--- src/rtl/pipe_pkg.sv ---
// Shared definitions for the pipeline-stage skid register: occupancy states,
// default widths and the bit positions inside the control bundle.
package pipe_pkg;

  // Occupancy of the stage: nothing held, one beat in main, or main plus skid
  typedef enum logic [1:0] {
    EMPTY = 2'd0,
    ONE   = 2'd1,
    FULL  = 2'd2
  } stage_state_e;

  // Default widths used when a stage instance does not override them
  localparam int PIPE_DATA_W = 16;
  localparam int PIPE_CTRL_W = 8;
  localparam int PIPE_DEST_W = 4;

  // Bit positions inside the control bundle
  localparam int CTRL_HLT      = 0;
  localparam int CTRL_MEMTOREG = 1;
  localparam int CTRL_MEMREAD  = 2;
  localparam int CTRL_MEMWRITE = 3;
  localparam int CTRL_REGWRITE = 4;
  localparam int CTRL_PCS      = 5;
  localparam int CTRL_LOADBYTE = 6;
  localparam int CTRL_SW       = 7;

  // True when a control word would change architectural state (halt, store, register write)
  function automatic logic ctrl_has_side_effect(input logic [PIPE_CTRL_W-1:0] ctrl);
    return ctrl[CTRL_HLT] | ctrl[CTRL_MEMWRITE] | ctrl[CTRL_REGWRITE];
  endfunction

endpackage

--- src/rtl/pipe_sat_counter.sv ---
// Saturating up-counter for stage performance monitoring.
// Counts one per cycle while inc is high and sticks at all-ones instead of wrapping.
module pipe_sat_counter #(
  parameter int CNT_W = 16
) (
  input  logic             clk,
  input  logic             rst,
  input  logic             inc,
  output logic [CNT_W-1:0] count
);

  logic [CNT_W-1:0] count_q;
  logic [CNT_W-1:0] count_d;
  logic             at_max;

  assign at_max = &count_q;

  // Next count: step when requested unless already saturated
  always_comb begin
    count_d = count_q;
    if (inc && !at_max) begin
      count_d = count_q + {{(CNT_W-1){1'b0}}, 1'b1};
    end
  end

  // Count register, cleared only by reset
  always_ff @(posedge clk or posedge rst) begin
    if (rst) begin
      count_q <= '0;
    end else begin
      count_q <= count_d;
    end
  end

  assign count = count_q;

endmodule

--- src/rtl/pipe_stage_skid.sv ---
// Pipeline-stage register with valid/ready handshake and a two-entry skid buffer.
// Sits between two CPU stages; carries data, control bundle and destination register.
// up_ready comes straight from the occupancy register, so upstream never sees a
// combinational path from dn_ready. Control reads as zero whenever no beat is held.
// Optional build macro: PIPE_STAGE_PERF_EN adds stall_cnt / bubble_cnt counters.
module pipe_stage_skid
  import pipe_pkg::*;
#(
  parameter int DATA_W = PIPE_DATA_W,
  parameter int CTRL_W = PIPE_CTRL_W,
  parameter int DEST_W = PIPE_DEST_W,
  parameter int CNT_W  = 16
) (
  input  logic              clk,
  input  logic              rst,
  input  logic              flush,
  input  logic              up_valid,
  output logic              up_ready,
  input  logic [DATA_W-1:0] up_data,
  input  logic [CTRL_W-1:0] up_ctrl,
  input  logic [DEST_W-1:0] up_dest,
  output logic              dn_valid,
  input  logic              dn_ready,
  output logic [DATA_W-1:0] dn_data,
  output logic [CTRL_W-1:0] dn_ctrl,
  output logic [DEST_W-1:0] dn_dest
`ifdef PIPE_STAGE_PERF_EN
  ,
  output logic [CNT_W-1:0]  stall_cnt,
  output logic [CNT_W-1:0]  bubble_cnt
`endif
);

  // Reject meaningless widths at elaboration time
  if (DATA_W < 1 || CTRL_W < 1 || DEST_W < 1 || CNT_W < 1) begin : g_param_check
    $error("pipe_stage_skid: all widths must be at least 1");
  end

  stage_state_e      state_q;
  stage_state_e      state_d;

  logic [DATA_W-1:0] main_data_q;
  logic [DATA_W-1:0] main_data_d;
  logic [CTRL_W-1:0] main_ctrl_q;
  logic [CTRL_W-1:0] main_ctrl_d;
  logic [DEST_W-1:0] main_dest_q;
  logic [DEST_W-1:0] main_dest_d;

  logic [DATA_W-1:0] skid_data_q;
  logic [DATA_W-1:0] skid_data_d;
  logic [CTRL_W-1:0] skid_ctrl_q;
  logic [CTRL_W-1:0] skid_ctrl_d;
  logic [DEST_W-1:0] skid_dest_q;
  logic [DEST_W-1:0] skid_dest_d;

  logic              main_valid;
  logic              skid_valid;
  logic              accept;
  logic              drain;

  // Both valid bits are encoded in the state register; up_ready is therefore registered
  assign main_valid = (state_q != EMPTY);
  assign skid_valid = (state_q == FULL);
  assign up_ready   = ~skid_valid;

  assign accept = up_valid & up_ready;
  assign drain  = main_valid & dn_ready;

  // Next occupancy and data movement; flush overrides every handshake
  always_comb begin
    state_d     = state_q;
    main_data_d = main_data_q;
    main_ctrl_d = main_ctrl_q;
    main_dest_d = main_dest_q;
    skid_data_d = skid_data_q;
    skid_ctrl_d = skid_ctrl_q;
    skid_dest_d = skid_dest_q;

    if (flush) begin
      // Held and incoming beats are discarded; stale payload stays but is masked off
      state_d = EMPTY;
    end else begin
      unique case (state_q)
        EMPTY: begin
          if (accept) begin
            state_d     = ONE;
            main_data_d = up_data;
            main_ctrl_d = up_ctrl;
            main_dest_d = up_dest;
          end
        end
        ONE: begin
          if (accept && drain) begin
            // Main leaves and is replaced in the same cycle: stays ONE at full rate
            main_data_d = up_data;
            main_ctrl_d = up_ctrl;
            main_dest_d = up_dest;
          end else if (accept) begin
            // Downstream stalled: park the new beat behind main
            state_d     = FULL;
            skid_data_d = up_data;
            skid_ctrl_d = up_ctrl;
            skid_dest_d = up_dest;
          end else if (drain) begin
            state_d = EMPTY;
          end
        end
        FULL: begin
          if (drain) begin
            // Older beat left; promote the skid entry so order is preserved
            state_d     = ONE;
            main_data_d = skid_data_q;
            main_ctrl_d = skid_ctrl_q;
            main_dest_d = skid_dest_q;
          end
        end
        default: begin
          state_d = EMPTY;
        end
      endcase
    end
  end

  // State and payload registers, all cleared by asynchronous reset
  always_ff @(posedge clk or posedge rst) begin
    if (rst) begin
      state_q     <= EMPTY;
      main_data_q <= '0;
      main_ctrl_q <= '0;
      main_dest_q <= '0;
      skid_data_q <= '0;
      skid_ctrl_q <= '0;
      skid_dest_q <= '0;
    end else begin
      state_q     <= state_d;
      main_data_q <= main_data_d;
      main_ctrl_q <= main_ctrl_d;
      main_dest_q <= main_dest_d;
      skid_data_q <= skid_data_d;
      skid_ctrl_q <= skid_ctrl_d;
      skid_dest_q <= skid_dest_d;
    end
  end

  // Downstream view: control gated by valid so bubbles never write, store or halt
  assign dn_valid = main_valid;
  assign dn_data  = main_data_q;
  assign dn_ctrl  = main_ctrl_q & {CTRL_W{main_valid}};
  assign dn_dest  = main_dest_q;

`ifdef PIPE_STAGE_PERF_EN
  logic stall_inc;
  logic bubble_inc;

  assign stall_inc  = main_valid & ~dn_ready;
  assign bubble_inc = ~main_valid;

  pipe_sat_counter #(
    .CNT_W (CNT_W)
  ) u_stall_cnt (
    .clk   (clk),
    .rst   (rst),
    .inc   (stall_inc),
    .count (stall_cnt)
  );

  pipe_sat_counter #(
    .CNT_W (CNT_W)
  ) u_bubble_cnt (
    .clk   (clk),
    .rst   (rst),
    .inc   (bubble_inc),
    .count (bubble_cnt)
  );
`endif

endmodule

--- config.mk ---
export PLATFORM = sky130hd
export DESIGN_NAME = pipe_stage_skid
export DESIGN_NICKNAME = d
export VERILOG_FILES = /design/src/rtl/pipe_pkg.sv /design/src/rtl/pipe_sat_counter.sv /design/src/rtl/pipe_stage_skid.sv
export SDC_FILE = /design/constraint.sdc
export NUM_CORES = 1
export LEC_CHECK = 0
export BUFFER_PORTS_ARGS = -buffer_cell sky130_fd_sc_hd__buf_4
export CAP_MARGIN = 0
export CORE_ASPECT_RATIO = 1.75
export CORE_UTILIZATION = 40
export DETAILED_ROUTE_END_ITERATION = 8
export SETUP_SLACK_MARGIN = 0.15
export SYNTH_ARGS = -nofsm -noshare
export SYNTH_HDL_FRONTEND = slang
export SYNTH_SLANG_ARGS = --single-unit
export TNS_END_PERCENT = 100
--- constraint.sdc ---
create_clock -name clk -period 1.8 [get_ports clk]
set_clock_uncertainty 0.15 [all_clocks]
set_input_delay 0.09 -clock clk [delete_from_list [all_inputs] [get_ports clk]]
set_output_delay 0.09 -clock clk [all_outputs]
set_load 0.03 [all_outputs]
After elaboration in Yosys (flattened, before gate mapping)
Cells that the tools add are included.
{"block": "word_totals", "elab_cells": 48, "input_bits": 33, "regBits": 58, "out_inout_bits": 30}
{"block": "classes", "n_reduce_logical": 7, "n_bitwise": 6, "n_mux": 19, "n_eq_ne": 9}
{"cell": "$mux W16", "count": 3}
{"cell": "$pmux W16 S3", "count": 1}
{"cell": "$mux W8", "count": 3}
{"cell": "$pmux W8 S3", "count": 1}
{"cell": "$mux W2", "count": 6}
{"cell": "$mux W4", "count": 3}
{"cell": "$pmux W4 S3", "count": 1}
{"cell": "$and A8 B8 Y8", "count": 1}
{"cell": "$reduce_and A4 Y1", "count": 2}
{"cell": "$ne A3 B3 Y1 const B", "count": 2}
{"cell": "$pmux W2 S3", "count": 1}
{"cell": "$reduce_and A5 Y1", "count": 1}
{"cell": "$ne A2 B2 Y1 const B", "count": 2}
{"cell": "$ne A4 B4 Y1 const B", "count": 1}
{"cell": "$ne A3 B2 Y1 const B", "count": 1}
{"cell": "$not A1 Y1", "count": 3}
{"cell": "$reduce_bool A3 Y1", "count": 1}
{"cell": "$and A1 B1 Y1", "count": 2}
{"cell": "$eq A2 B1 Y1 const B", "count": 1}
{"cell": "$eq A2 B2 Y1 const B", "count": 1}
{"cell": "$logic_not A2 Y1", "count": 1}
{"cell": "$ne A2 B1 Y1 const B", "count": 1}
{"cell": "$reduce_bool A2 Y1", "count": 1}
{"cell": "$logic_and A1 B1 Y1", "count": 1}

Logic depth before layout (Yosys ltp)
Gate-level depths: netlist of the first run.
{"block": "logic_depth", "depth_word": 7, "ltp_mapped": 5, "mapped_depth_nobuf": 3}

Worst setup path before layout of the first run
OpenSTA, ideal clock, no wires.
{"block": "synth_timing", "path_kind": "register to register", "from": "register state_q[0]", "to": "register main_data_q[0], in the netlist dn_data[0]", "setup_ns": 0.125, "path_slack_ns": -0.250, "arrival_time_ns": 1.775, "t_required_ns": 1.525, "stages_incl_launch_ff": 6, "n_path_buf": 2, "synth_period_minus_slack_ns": 2.050, "path_cell_list": "dfrtp_1 > buf_2 > nand2b_1 > clkbuf_1 > mux2_2 > mux2_2"}
{"block": "synth_via", "elab_chain_cells": 6, "word_cells_on_any_way": 14, "cone_classes": "eq/ne (5); mux (1); bitwise (3); reduce/logical (5)"}
{"item": "start: declaration", "line_no": "pipe_stage_skid.sv:39", "text": "stage_state_e state_q;"}
{"item": "start signal: assignment", "line_no": "pipe_stage_skid.sv:135", "text": "state_q <= state_d;"}
{"item": "$eq A2 B2 Y1 (*)", "line_no": "pipe_stage_skid.sv:63", "text": "assign skid_valid = (state_q == FULL);"}
{"item": "$not A1 Y1 (*)", "line_no": "pipe_stage_skid.sv:64", "text": "assign up_ready = ~skid_valid;"}
{"item": "net up_ready", "line_no": "pipe_stage_skid.sv:18", "text": "output logic up_ready,"}
{"item": "$and A1 B1 Y1 (*)", "line_no": "pipe_stage_skid.sv:66", "text": "assign accept = up_valid & up_ready;"}
{"item": "$logic_and A1 B1 Y1", "line_no": "pipe_stage_skid.sv:93", "text": "if (accept && drain) begin"}
{"item": "$ne A2 B2 Y1 (no source line)"}
{"item": "$reduce_and A5 Y1 (no source line) (*)"}
{"item": "end signal: assignment", "line_no": "pipe_stage_skid.sv:136", "text": "main_data_q <= main_data_d;"}
{"item": "end: declaration", "line_no": "pipe_stage_skid.sv:42", "text": "logic [DATA_W-1:0] main_data_q;"}
The timed path passes the listed nets; every way through them passes the cells marked *.
A chain may end at the register's enable or synchronous reset.

Worst setup path in the final report of the first run
{"block": "layout_timing", "from": "register state_q[1]", "to": "register main_ctrl_q[0]"}
{"block": "layout_via", "elab_chain_cells": 6, "word_cells_on_any_way": 14, "cone_classes": "eq/ne (5); mux (1); bitwise (3); reduce/logical (5)"}
{"item": "$eq A2 B2 Y1", "line_no": "pipe_stage_skid.sv:63, pipe_stage_skid.sv:83"}
{"item": "$not A1 Y1", "line_no": "pipe_stage_skid.sv:64"}
{"item": "$and A1 B1 Y1", "line_no": "pipe_stage_skid.sv:66"}
{"item": "$logic_and A1 B1 Y1", "line_no": "pipe_stage_skid.sv:93"}
{"item": "$ne A2 B2 Y1 (no source line)"}
{"item": "$reduce_and A5 Y1 (no source line)"}
{"item": "end signal: assignment", "line_no": "pipe_stage_skid.sv:137", "text": "main_ctrl_q <= main_ctrl_d;"}
{"item": "end: declaration", "line_no": "pipe_stage_skid.sv:44", "text": "logic [CTRL_W-1:0] main_ctrl_q;"}
Parallel ways exist; a longest one is shown, timed or not.

==> qor.yml, run 1 <==
setup_path:
  reg2reg_to: "main_ctrl_q[0]$_DFFE_PP0P_"
  crit_chain: "or4bb_1 > o31ai_4 > buf_12 > mux2_2"
  reg2reg_slack_ps: -40
  worst-path-buf-inv: 1
  reg2regPathDepth: 4
  r2r-start: "state_q[1]$_DFFE_PP0P_"
  path_delay_family: "simple AND/OR/NAND/NOR gates"
  worstSetupPathType: "reg -> reg"
  cp.required_ps: 1860
  max_stage_delay_ps: 520
  critPathCaptureType: "flip-flop"
  startpoint_type: "flip-flop"
  worstPathArrival_ps: 1890
  crit_fanout: 15
  slowest_stage: "or4bb_1"
global_route:
  track_usage: 0.177
  grt_pass1_vias: 1938
  grt_pass1_wl_um: 9150
  grt_max_degree: 59
  antenna_found_initial: 0
  gr-total-overflow: 0
sta:
  fin_worst_hold_slack_ps: -76.7
  max_freq_mhz: 545
  worstMarginPinSlew_ps: 322
  slew_viol_final: 0
  period_needed_ps: 1840
  post-route-period-util: 1.02
  fin_ws_ps: -36.3
  rsz0062_at_grt: "true"
  relSlewSlack: 0.785
  setup_viol: 21
  hold_viol: 2
clock_tree:
  h-tree-depth: 3
  cts_num_sinks: 58
  numCtsBuffers: 9
  hold_buffers: 30
  cts_root_buffer: "clkbuf_8"
  worstSkewPairLatency_ps: 330
  clk_pin_slew_ps: 60
  clockBufferDepth: 2
  cts_tree: "yes"
detailed_routing:
  drt_wl_total_um: 5400
  num_vias: 1785
  avgRoutedWirePerCell_um: 14.6
  drcViolationCount: 0
  via_per_inst: 4.82
  antenna_left: 0
  drt-initial-drc-count: 48
  drt_pass1_iterations: 5
floorplan:
  die_h_um: 109
  core_area_um2: 6280
  fp.dieW_um: 63.2
  rows: 38
  start_util: 0.417
  dieArea_um2: 6890
  ioPinCount: 63
yosys:
  synth-edff-count: 0
  synth.area.mux_share: 0.365
  synth_adder_area_share: 0
  synth_compound_area_frac: 0.0167
  async_flop_share: 1.00
  synth_area_leader_cell: "dfrtp_1"
  synth_cells: 175
  synthTopCellsByArea: "dfrtp_1, mux2_2, nor2b_1"
  synth_top_area_frac: 0.554
  synth_fp_nets: 208
  synth_area_um2: 2620
  yosysUniqueCellTypes: 19
  synth_top_family_by_area: "multiplexers"
  ys.warnings.count: 0
  synth-seq-cells: 58
  ys.flop_type: "dfrtp_1"
  seq_area_frac_synth: 0.554
  synth-simple-area-share: 0.0425
  synth_xor_area_frac: 0
  syn_avg_cell_area_um2: 15.0
min_path:
  min_to: "state_q[0]$_DFFE_PP0P_"
  hold_start: "flush"
  hold_class: "in -> reg"
  min_path_cells: 2
final_layout:
  diodes: 0
  synthToLayoutAreaGrowth_pct: 50.0
  drive_above_1_share: 0.628
  finish.utilization: 0.626
  fin_nets: 318
  fillers: 518
job:
  max_cap_viol_count: 0
power_and_ir_drop:
  intPower_w: 0.00324
  pwr-share-clk: 0.341
  powerDensity_nw_per_um2: 1120
  p_switching_w: 0.00116
  leakage_nw: 1.81
  swShare: 0.264
  combPwrFrac: 0.255
  ir_drop_v: 0.000745
  power_w: 0.00440
  seqPwrFrac: 0.404
placement:
  gp_congestion: 0.711
  dp_hpwl_um: 3350
  portBuffers: 62
run_status:
  outcome: "complete, but fails checks"
  violations: "negative hold slack, negative setup slack"
-- metal layers --
metal  global-route usage  part of all wire  vias up
met5                    0                 0        -
met4                0.107             0.020        0
met3               0.0314             0.035       10
met2                0.301              0.52       44
met1                0.205              0.42      882
li1                     -                 -      849
-- layout make-up --
| cell class | count | area [um^2] | area share |
|---|---|---|---|
| Clock buffer | 12 | 155 | 0.0395 |
| Clock inverter | 4 | 97.6 | 0.0248 |
| Inverter | 2 | 11.3 | 0.00287 |
| Multi-Input combinational cell | 107 | 1170 | 0.297 |
| Sequential cell | 58 | 1450 | 0.369 |
| Tap cell | 80 | 100 | 0.0255 |
| Timing Repair Buffer | 107 | 948 | 0.241 |
-- timing repair --
action                                  in CTS  in global routing
endpoints found under the setup margin      61                 66
endpoints found under the hold margin      116                  2
gates cloned                                 1                  0
resized for setup                            2                 17
pin swaps                                    1                  0
buffers inserted                             3                  0
-- cell usage after synthesis (all sizes together) (2+ instances only) --
cell,n
buf,6
inv,2
clkbuf,2
nor2,3
mux2,84
nand2,2
nor2b,9
dfrtp,58
-- placed cells by master, fill, tap and decap left out, drive strengths merged, types with 2 or more instances in the layout --
cell,count
mux2,84
buf,77
dfrtp,58
dlygate4sd3,30
clkbuf,12
nor2b,9
bufinv,3
nor2,3
nand2,2
clkinvlp,2
-- cells by family after synthesis --
group                  after synthesis
buffers and inverters               10
AOI/OAI and AO/OA                    4
DFF                                 58
muxes                               85
and+or+nand+nor                     18
-- per-stage QoR --
| step | hold slack (ps) | setup WS [ps] | std cells | area (um^2) | TNS [ps] |
|---|---|---|---|---|---|
| detailed placement | 53.4 | -30.7 | 320 | 3280 | -272 |
| floorplan | 33.2 | -84.2 | 175 | 2630 | -1670 |
| global placement | 49.8 | 6.45 | 320 | 3280 | 0 |
| finish | -76.7 | -36.3 | 370 | 3930 | -401 |
| global route | -81.1 | -74.2 | 370 | 3930 | -1280 |
| CTS | -89.8 | -46.8 | 370 | 3880 | -749 |
-- worst max-delay path by stage --
stage | slack [ps] | endpoint | from | depth (start not counted)
after floorplan | -80 | dn_data[10]$_DFFE_PP0P_ | state_q[1]$_DFFE_PP0P_ | 4
after global placement | 6 | dn_data[6]$_DFFE_PP0P_ | state_q[1]$_DFFE_PP0P_ | 4
after detailed placement | -30 | main_ctrl_q[4]$_DFFE_PP0P_ | state_q[1]$_DFFE_PP0P_ | 4
after CTS | -50 | main_ctrl_q[2]$_DFFE_PP0P_ | state_q[1]$_DFFE_PP0P_ | 4
after global routing | -70 | main_ctrl_q[7]$_DFFE_PP0P_ | state_q[1]$_DFFE_PP0P_ | 4
final | -40 | main_ctrl_q[0]$_DFFE_PP0P_ | state_q[1]$_DFFE_PP0P_ | 4
-- sequential cells by signal (all words and copies together), names as in the netlist --
| register | cells |
|---|---|
| dn_data | 16 |
| skid_data_q | 16 |
| main_ctrl_q | 8 |
| skid_ctrl_q | 8 |
| dn_dest | 4 |
| skid_dest_q | 4 |
| state_q | 2 |
-- power by group through the flow --
stage,Clock (W),Sequential [W],Combinational (W)
finish,0.00150,0.00178,0.00112
global route,0.00160,0.00182,0.00120
CTS,0.00153,0.00177,0.00109
detailed placement,0,0.00180,0.00102
global placement,0,0.00179,0.00101
floorplan,0,0.00195,0.000482
No activity file was read; power rests on OpenSTA's default activity.
==> inputs of run 2 (changes only) <==
--- a/config.mk
+++ b/config.mk
@@ -11,6 +11,7 @@
 export CORE_UTILIZATION = 40
 export DETAILED_ROUTE_END_ITERATION = 8
 export SETUP_SLACK_MARGIN = 0.15
+export SKIP_LAST_GASP = 1
 export SYNTH_ARGS = -nofsm -noshare
 export SYNTH_HDL_FRONTEND = slang
 export SYNTH_SLANG_ARGS = --single-unit
==> run 2 against run 1 <==
  * The flow still finishes with violations (negative hold slack, negative setup slack)
  * Wire length fell by 1.9%
  * Clock power about the same
  * Hold slack lost 3.1 ps
  * Clock-buffer cell count is the same
  * Power decreased by 1.1%
  * Critical path type unchanged
==> qor.yml, run 2 (same netlist as run 1, synthesis figures left out) <==
sta:
  slew_viol_final: 0
  rsz0062_at_grt: "true"
  period_needed_ps: 1840
  relSlewSlack: 0.780
  fin_ws_ps: -35.1
  setup_viol: 24
  post-route-period-util: 1.02
  hold_viol: 2
  fin_worst_hold_slack_ps: -79.8
  worstMarginPinSlew_ps: 321
  setup_tns_ps: -396
  max_freq_mhz: 545
setup_path:
  crit_chain: "or4bb_1 > o31ai_4 > buf_12 > mux2_2"
  reg2reg_slack_ps: -40
  critPathCaptureType: "flip-flop"
  max_stage_delay_ps: 520
  startpoint_type: "flip-flop"
  reg2regPathDepth: 4
  slowest_stage: "or4bb_1"
  crit_fanout: 15
  cp.required_ps: 1860
  reg2reg_to: "main_ctrl_q[0]$_DFFE_PP0P_"
  r2r-start: "state_q[1]$_DFFE_PP0P_"
  worstSetupPathType: "reg -> reg"
  worstPathArrival_ps: 1890
min_path:
  hold_start: "flush"
  min_path_cells: 2
  min_to: "state_q[0]$_DFFE_PP0P_"
  hold_class: "in -> reg"
job:
  max_cap_viol_count: 0
clock_tree:
  cts_root_buffer: "clkbuf_8"
  cts_num_sinks: 58
  numCtsBuffers: 9
  hold_buffers: 30
  clockBufferDepth: 2
  cts_tree: "yes"
  h-tree-depth: 3
  clk_pin_slew_ps: 60
  worstSkewPairLatency_ps: 330
power_and_ir_drop:
  ir_drop_v: 0.000743
  leakage_nw: 1.76
  powerDensity_nw_per_um2: 1120
detailed_routing:
  route.met2.wl_um: 2810
  drcViolationCount: 0
  wl_met3_um: 210
  via_per_inst: 4.87
  drt_wl_total_um: 5300
  num_vias: 1803
  drt-initial-drc-count: 53
  antenna_left: 0
  highest_layer: "met4"
  drt_pass1_iterations: 3
  avgRoutedWirePerCell_um: 14.3
  m1WireLength_um: 2170
global_route:
  antenna_found_initial: 0
  grt_pass1_vias: 1938
  track_usage: 0.177
  grt_max_degree: 59
  grt_pass1_wl_um: 9150
  gr-total-overflow: 0
floorplan:
  fp.dieW_um: 63.2
  die_h_um: 109
  dieArea_um2: 6890
  ioPinCount: 63
  core_area_um2: 6280
  start_util: 0.417
  rows: 38
final_layout:
  drive_above_1_share: 0.624
  diodes: 0
  layout_commonest_cell: "mux2_2"
  synthToLayoutAreaGrowth_pct: 48.0
  final_cell_mix: "mux2_2, buf_4, dfrtp_1"
  finish.utilization: 0.618
  fillers: 530
  fin_nets: 318
placement:
  dp_hpwl_um: 3350
  gp_congestion: 0.711
  pre_cts_ws_ps: -30.7
  portBuffers: 62
run_status:
  outcome: "complete, but fails checks"
  violations: "negative hold slack, negative setup slack"
## run 2: final cells by class
| type | instances | area [um^2] | share of cell area |
|---|---|---|---|
| Multi-Input combinational cell | 107 | 1110 | 0.287 |
| Inverter | 2 | 11.3 | 0.00290 |
| Timing Repair Buffer | 107 | 948 | 0.245 |
| Clock buffer | 12 | 155 | 0.0400 |
| Tap cell | 80 | 100 | 0.0258 |
| Clock inverter | 4 | 97.6 | 0.0252 |
| Sequential cell | 58 | 1450 | 0.374 |
## run 2: how the worst max path moves through the flow
stage | startpoint | end | depth (start not counted)
2_1_floorplan | state_q[1]$_DFFE_PP0P_ | dn_data[10]$_DFFE_PP0P_ | 4
3_3_place_gp | state_q[1]$_DFFE_PP0P_ | dn_data[6]$_DFFE_PP0P_ | 4
3_5_place_dp | state_q[1]$_DFFE_PP0P_ | main_ctrl_q[4]$_DFFE_PP0P_ | 4
4_1_cts | state_q[1]$_DFFE_PP0P_ | main_ctrl_q[2]$_DFFE_PP0P_ | 4
5_1_grt | state_q[1]$_DFFE_PP0P_ | main_ctrl_q[7]$_DFFE_PP0P_ | 5
6_report | state_q[1]$_DFFE_PP0P_ | main_ctrl_q[0]$_DFFE_PP0P_ | 4
## run 2: timing repair
action,4_1_cts,5_1_grt
resized for setup,2,3
endpoints found under the setup margin,61,66
hold endpoints to repair,116,2
pin swaps,1,0
setup buffers,3,0
cloned,1,0
## run 2: layer usage
layer,vias to the layer above,global-route usage
met4,0,0.107
met1,901,0.205
met2,46,0.301
met3,10,0.0314
li1,846,-
met5,-,0
## run 2: power breakdown
part           leakage [nW]  switching (W)  total, W  internal (W)
clock                 0.123       0.000503   0.00150      0.000996
sequential            0.700       0.000151   0.00177       0.00162
combinational         0.940       0.000494   0.00108      0.000581
## run 2: critical path: cells and delay by family, from the launching register on
family,cells,cell delay (ps)
AOI/OAI and AO/OA,1,120
buffers and inverters,1,200
DFF,1,380
muxes,1,340
and+or+nand+nor,1,520
## run 2: stage by stage
step / total power (W) / cells / instance area (um^2)
final: 0.00435 / 370 / 3880
after global routing: 0.00457 / 370 / 3880
after CTS: 0.00440 / 370 / 3880
after detailed placement: 0.00282 / 320 / 3280
after global placement: 0.00279 / 320 / 3280
after floorplan: 0.00243 / 175 / 2630
